## src/rtl/prefetch_queue.sv

```systemverilog
// Instruction prefetch queue: circular byte buffer with top-of-queue linear address tracking.
// Optional `PREFETCH_BYPASS_EN: an empty queue forwards the incoming byte straight to prefetchTop.
module prefetch_queue #(
    parameter int unsigned DEPTH      = 4,
    parameter int unsigned BUS_BYTES  = 1,
    parameter logic [19:0] RESET_ADDR = 20'hFFFF0
) (
    input  logic                       CLK,
    input  logic                       RESET_n,
    input  logic                       wrValid,
    input  logic [8*BUS_BYTES-1:0]     wrData,
    input  logic                       wrOddStart,
    input  logic                       advanceTop,
    input  logic                       flush,
    input  logic [19:0]                flushAddr,
    output logic [7:0]                 prefetchTop,
    output logic [19:0]                prefetchTopLinearAddress,
    output logic                       prefetchEmpty,
    output logic                       prefetchFull,
    output logic [$clog2(DEPTH+1)-1:0] level
);

    localparam int unsigned LW = $clog2(DEPTH + 1);
    localparam int unsigned PW = $clog2(DEPTH);
    localparam logic [LW-1:0] DEPTH_L = LW'(DEPTH);
    localparam logic [LW-1:0] BB_L    = LW'(BUS_BYTES);
    localparam logic [PW-1:0] LAST_P  = PW'(DEPTH - 1);

    logic [7:0]    buffer [DEPTH];
    logic [PW-1:0] rd_ptr;
    logic [PW-1:0] wr_ptr;
    logic [19:0]   top_addr;

    logic [15:0]   data_pad;
    logic [7:0]    first_byte;
    logic [1:0]    n_bytes;
    logic          wr_accept;
    logic          pop_stored;
    logic          bypass_active;
    logic          bypass_pop;
    logic [1:0]    store_cnt;
    logic [7:0]    store_b0;
    logic [7:0]    store_b1;
    logic [PW-1:0] wr_ptr_p1;
    logic [PW-1:0] wr_ptr_p2;
    logic [PW-1:0] wr_ptr_next;
    logic [PW-1:0] rd_ptr_next;
    logic [LW-1:0] level_next;

    function automatic logic [PW-1:0] ptr_inc(input logic [PW-1:0] p);
        return (p == LAST_P) ? '0 : p + 1'b1;
    endfunction

    always_comb begin
        data_pad = '0;
        data_pad[8*BUS_BYTES-1:0] = wrData;
        if (BUS_BYTES == 2 && wrOddStart) begin
            first_byte = data_pad[15:8];
            n_bytes    = 2'd1;
        end else begin
            first_byte = data_pad[7:0];
            n_bytes    = (BUS_BYTES == 2) ? 2'd2 : 2'd1;
        end
    end

    assign prefetchFull = (DEPTH_L - level) < BB_L;
    assign wr_accept    = wrValid && !prefetchFull && !flush;
    assign pop_stored   = advanceTop && (level != '0) && !flush;

`ifdef PREFETCH_BYPASS_EN
    assign bypass_active = (level == '0) && wr_accept;
`else
    assign bypass_active = 1'b0;
`endif
    assign bypass_pop = bypass_active && advanceTop;

    // A bypass-consumed byte is never stored; only the remaining byte (if any) lands in the buffer.
    always_comb begin
        store_b1 = data_pad[15:8];
        if (bypass_pop) begin
            store_b0  = data_pad[15:8];
            store_cnt = n_bytes - 2'd1;
        end else begin
            store_b0  = first_byte;
            store_cnt = n_bytes;
        end
        if (!wr_accept) begin
            store_cnt = 2'd0;
        end
    end

    always_comb begin
        wr_ptr_p1 = ptr_inc(wr_ptr);
        wr_ptr_p2 = ptr_inc(wr_ptr_p1);
        case (store_cnt)
            2'd1:    wr_ptr_next = wr_ptr_p1;
            2'd2:    wr_ptr_next = wr_ptr_p2;
            default: wr_ptr_next = wr_ptr;
        endcase
        rd_ptr_next = pop_stored ? ptr_inc(rd_ptr) : rd_ptr;
        level_next  = level + LW'(store_cnt) - LW'(pop_stored);
    end

    always_ff @(posedge CLK or negedge RESET_n) begin
        if (!RESET_n) begin
            level    <= '0;
            rd_ptr   <= '0;
            wr_ptr   <= '0;
            top_addr <= RESET_ADDR;
        end else if (flush) begin
            level    <= '0;
            rd_ptr   <= '0;
            wr_ptr   <= '0;
            top_addr <= flushAddr;
        end else begin
            level  <= level_next;
            rd_ptr <= rd_ptr_next;
            wr_ptr <= wr_ptr_next;
            if (pop_stored || bypass_pop) begin
                top_addr <= top_addr + 20'd1;
            end
        end
    end

    // Storage carries no reset; contents are only meaningful below level.
    always_ff @(posedge CLK) begin
        if (store_cnt != 2'd0) begin
            buffer[wr_ptr] <= store_b0;
        end
        if (store_cnt == 2'd2) begin
            buffer[wr_ptr_p1] <= store_b1;
        end
    end

    always_comb begin
        if (bypass_active) begin
            prefetchTop = first_byte;
        end else if (level != '0) begin
            prefetchTop = buffer[rd_ptr];
        end else begin
            prefetchTop = 8'h00;
        end
    end

    assign prefetchEmpty            = (level == '0) && !bypass_active;
    assign prefetchTopLinearAddress = top_addr;

endmodule

```

## config.mk

```make
export PLATFORM = sky130hd
export DESIGN_NAME = prefetch_queue
export DESIGN_NICKNAME = d
export VERILOG_FILES = /design/src/rtl/prefetch_queue.sv
export SDC_FILE = /design/constraint.sdc
export NUM_CORES = 1
export LEC_CHECK = 0
export CORE_AREA = 2 2 79 81
export CTS_BUF_LIST = sky130_fd_sc_hd__clkbuf_8 sky130_fd_sc_hd__clkbuf_16
export DETAILED_ROUTE_END_ITERATION = 10
export DIE_AREA = 0 0 81 83
export GPL_TIMING_DRIVEN = 0
export PLACE_DENSITY = 0.79
export SLEW_MARGIN = 40
export SYNTH_ARGS = -nofsm -noshare
export SYNTH_HDL_FRONTEND = slang
export SYNTH_SLANG_ARGS = --single-unit
```

## constraint.sdc

```tcl
create_clock -name CLK -period 4.98 [get_ports CLK]
set_input_delay 1.494 -clock CLK [delete_from_list [all_inputs] [get_ports CLK]]
set_output_delay 1.494 -clock CLK [all_outputs]
set_load 0.005 [all_outputs]
```

### Word level (Yosys, flattened, before mapping)

Memories as Yosys holds them, arrays and structs flattened.
Cells that the tools add are included.

* memories: 1
* word-level logic and storage cells: 49
* output and inout port bits: 33
* RAM bits: 32
* register bits: 27

Memory list
* buffer: words 4, bits a word 8, rd ports 1, clocked after memory_dff 0, write ports 1, RTL line 29 `logic [7:0] buffer [DEPTH];`

* mux-type cells: 19
* add/sub/neg operators: 7
* $lt $le $gt $ge: 1
* reduce and logical (&&, ||, !) cells: 12
* equality and inequality tests: 5

Operators with widths (number)
* 2-to-1 mux 20 bit: 2
* adder 20 x 1 -> 20 bit, second input constant: 1
* 2-to-1 mux 8 bit: 2
* 2-to-1 mux 2 bit: 7
* OR reduction 8 bit: 1
* adder 2 x 1 -> 2 bit, second input constant: 3
* == test 2 bit, second input constant: 3
* 2-to-1 mux 1 bit: 6
* nonzero test 3 bit: 2
* logical AND 1 bit: 4
* case mux 2 bit (2 select lines): 1
* nonzero test 2 bit: 2
* adder 3 x 1 -> 3 bit: 1
* zero test 3 bit: 1
* less-than comparator 3 x 1 -> 1 bit, second input constant: 1
* 2-to-1 mux 3 bit: 1
* subtractor 3 x 1 -> 3 bit: 1
* subtractor 3 bit, first input constant: 1
* == test 1 x 2 -> 1 bit, second input constant: 1
* zero test 1 bit: 2
* == test 1 bit, second input constant: 1

### Longest topological paths before layout

Gate-level depths: netlist of run 1.

* word-level depth: 11
* gate-level depth with buffers: 15

### Least setup slack after synthesis of run 1

Ideal clock, no wire load.

* path kind: input port to flip-flop
* start point: input port flush
* end point: register level[2]
* setup time: 132 ps
* stages: 11
* path slack: 1574 ps
* arrival time: 3274 ps
* data required time: 4848 ps
* path through: clkbuf_1 -> clkbuf_1 -> nor2_1 -> ha_1 -> inv_1 -> ha_1 -> inv_1 -> fa_1 -> xnor2_1 -> xnor2_1 -> nor2_1

* word-level cells in the longest chain between the ends: 6

RTL lines
* start: declaration: RTL line 14 `input logic flush,`
* zero test 1 bit: RTL line 67, 68
* logical AND 1 bit: RTL line 67 `assign wr_accept = wrValid && !prefetchFull && !flush;`
* 2-to-1 mux 1 bit: RTL line 87 `if (!wr_accept) begin`
* adder 3 x 1 -> 3 bit: RTL line 101 `level_next = level + LW'(store_cnt) - LW'(pop_stored);`
* subtractor 3 x 1 -> 3 bit: RTL line 101
* 2-to-1 mux 3 bit *: RTL line 110 `end else if (flush) begin`
* end signal: assignment: RTL line 116 `level <= level_next;`
* end: declaration: RTL line 20 `output logic [$clog2(DEPTH+1)-1:0] level`

Every way passes the cells marked *; elsewhere a longest branch is shown, timed or not.
A chain may end at the register's enable or synchronous reset.

### Worst setup path in the final report of run 1

Same ends and word-level chain as after synthesis.

==> flow_summary.ini, run 1 <==
[global_routing]
track_usage_pct = 19.3
grt_util_met1_pct = 26.6
use_met2_pct = 30.3
use_met3_pct = 3.48
grt_max_degree = 28
gr-max-usage-layer = met2
grt_pass1_wl_um = 9720
grt_pass1_vias = 2009
antenna_found_initial = 0
gr-total-overflow = 0

[detailed_routing]
wirelength_um = 5890
vias_per_cell = 5.24
detail_route.wl_per_cell_um = 15.2
drc = 0
drtIter0Drc = 114
vias = 2026
final_antenna_net_count = 0
drtPass1Iterations = 4

[layout]
area_growth_syn_to_layout_pct = 33.0
drive_above_1_share_pct = 15.7
final_common_cell = clkdlybuf4s50_1
final_core_util_pct = 65.6
num_antenna_cells = 0
layout_common_cells = clkdlybuf4s50_1, edfxtp_1, nand2_1
final_nets = 352

[yosys]
synth_area_leader_cell = edfxtp_1
ys_seq_area_share_pct = 57.8
syn_area_um2 = 2870
synth_top_family_by_area = simple AND/OR/NAND/NOR gates
synth_ff_type = edfxtp_1
synthAdderAreaFrac_pct = 5.06
synth_warnings = 0
avgSynthCellArea_um2 = 12.4
syn_nets = 276
synthDistinctLibCells = 39
synthArstFlopShare_pct = 45.8
synthMuxAreaShare_pct = 6.98
synth_xor_area_share_pct = 4.28
synth_compound_area_share_pct = 5.85
synth_edf_count = 32
ys_seq_elements = 59
synthTopCellsByArea = edfxtp_1, dfstp_2, dfrtp_1, mux4_2, ha_1
post_synth_and_or_nand_nor_area_fraction_pct = 16.9
synthCells = 231
yosys.area.top_type_share_pct = 33.5

[timing]
hold_viol_final = 0
fin_setup_tns_ns = 0
setup_ws_ns = 1.03
fin_skew_ns = 0.00590
fin_crit_sh_pct = 79.3
max-slew-margin-rel_pct = 58.8
slew_viol_final = 0
period_minus_slack_ns = 3.95
setup_viol = 0
worstMarginPinSlew_ns = 0.618
fmax_mhz = 253
hold_ws_ns = 0.519
rsz0062_at_grt = false

[worst_setup_path]
critPathRequiredTime_ns = 5.17
path_max_fanout = 10
worstSetupPathDepth = 12
worst-path-buf-inv = 5
r2r_cells = 14
path_cells = clkdlybuf4s50_1 -> clkbuf_1 -> clkbuf_1 -> nor2_1 -> ha_1 -> inv_1 -> ha_1 -> inv_1 -> fa_1 -> xnor2_1 -> xnor2_1 -> nor2_1
path_delay_family = buffers and inverters
slowest_stage = clkdlybuf4s50_1
arrival_ns = 4.14
crit_path_start_kind = input port
cp-end-kind = flip-flop
worstSetupPathType = input port to flip-flop
slowest_delay_ns = 0.49

[clock_tree]
cts_max_path_buffers = 2
ctsResizeCount = 0
cts_htree_levels = 3
tritoncts = yes
cts_setup_buffers = 0
numCtsBuffers = 9
clk_latency_ns = 0.32
clk_pin_slew_ns = 0.07
postCtsHoldBufs = 0
clkSinkCount = 59
cts_root_buf = clkbuf_8

[power]
p_comb_share_pct = 31.6
switching_share_pct = 27.6
finalPower_mw = 1.60
p_seq_share_pct = 40.1
p_switching_mw = 0.442
power_density_nw_per_um2 = 419
intPower_mw = 1.16
clock_power_share_pct = 28.4
p_leak_nw = 1.39
ir_drop_mv = 0.338

[place]
place_congestion = 0.800
dpl.hpwl_um = 4260
dp_slack_ns = 0.655
io_buffers = 65

[floorplan]
die_y_um = 83
die-area_um2 = 6720
row_count = 28
start_util_pct = 49.3
die_x_um = 81
ios = 67
core-area_um2 = 5820

[run_status]
status = finished clean

[hold_path]
holdPathStages = 2
min_path_type = flip-flop to flip-flop

[run]
drv_cap = 0
==> logic make-up (layout without fill, tap and decap cells) <==
family,after synthesis,in the layout
multiplexers,10,10
adder cells (fa/ha/maj),11,11
flip-flops,59,59
AO/OA/AOI/OAI,29,29
buffers and inverters,21,102
AND/OR/NAND/NOR,87,87
XOR/XNOR,14,14
==> cells in the mapped netlist (all sizes together) (2+ instances only) <==
master and count:
nand4 6, and3 3, clkbuf 7, nor2b 10, o21ai 14, inv 10, dfrtp 11, nand2 24
a31oi 6, nand3 7, nor4 2, buf 4, nor3 3, xnor2 7, edfxtp 32, mux4 8
nand2b 2, or4 6, ha 10, and2 5, xor2 7, o31ai 5, a21oi 3, dfstp 16
nor2 12, mux2i 2
==> flip-flops by register name, summed over array words and instances, names as in the netlist <==
name and cells:
rd_ptr 2, wr_ptr 2, buffer 32, prefetchTopLinearAddress 20, level 3
==> metal layers <==
metal	part of all wire [%]	up-vias	routed length, um
met5	0	-	0
met4	0.65	0	38
met3	4.1	4	244
met2	51	60	2990
met1	45	967	2620
li1	-	995	-
==> worst min-delay path: stages (launching register included) <==
cell and delay [ns]:
dfstp_2 0.38, o31ai_1 0.06, a31oi_1 0.08
==> path summary, 6_finish.rpt <==
path	startpoint	to	slack [ns]
worst max-delay path	flush	level[2]	1.03
worst min-delay path	prefetchTopLinearAddress[17]	prefetchTopLinearAddress[17]	0.52
worst max register to register	level[1]	level[2]	2.00
worst min register to register	prefetchTopLinearAddress[17]	prefetchTopLinearAddress[17]	0.52
max in group asynchronous	RESET_n	prefetchTopLinearAddress[3]	3.39
min in group asynchronous	RESET_n	rd_ptr[1]	1.19
==> through the flow <==
stage               area [um2]  cells
floorplan                 2870    231
global placement          3610    371
detailed placement        3610    371
CTS                       3810    387
global route              3810    387
finish                    3810    387
==> power groups by stage <==
stage                     combinational [mW]  sequential, mW  clock [mW]
final                                  0.505           0.640       0.454
after global routing                   0.564           0.649       0.484
after CTS                              0.515           0.641       0.460
after detailed placement               0.511           0.648           0
after global placement                 0.501           0.645           0
after floorplan                        0.272           0.640           0
==> cell type report <==
class                           count  area (um2)
Clock inverter                      7        83.8
Multi-Input combinational cell    151        1120
Tap cell                           75        93.8
Fill cell                         468        2000
Clock buffer                        9         124
Buffer                             11        52.6
Sequential cell                    59        1660
Inverter                           10        37.5
Timing Repair Buffer               65         646
Power figures use the tool's default switching activity.
==> run 2: changes to the inputs <==
- clock period: 4.98 -> 3.99 ns (I/O delays scaled with it)
==> results of run 2 <==
The final DEF is identical to that of run 1. Status: finished clean.
Among the figures that moved: setup slack after placement 0.655 ns -> -0.0380 ns; setup slack after layout 1.03 ns -> 0.336 ns; register-to-register setup slack 2.00 ns -> 1.01 ns; total power 1.60 mW -> 2.00 mW; worst IR drop on VDD 0.338 mV -> 0.422 mV
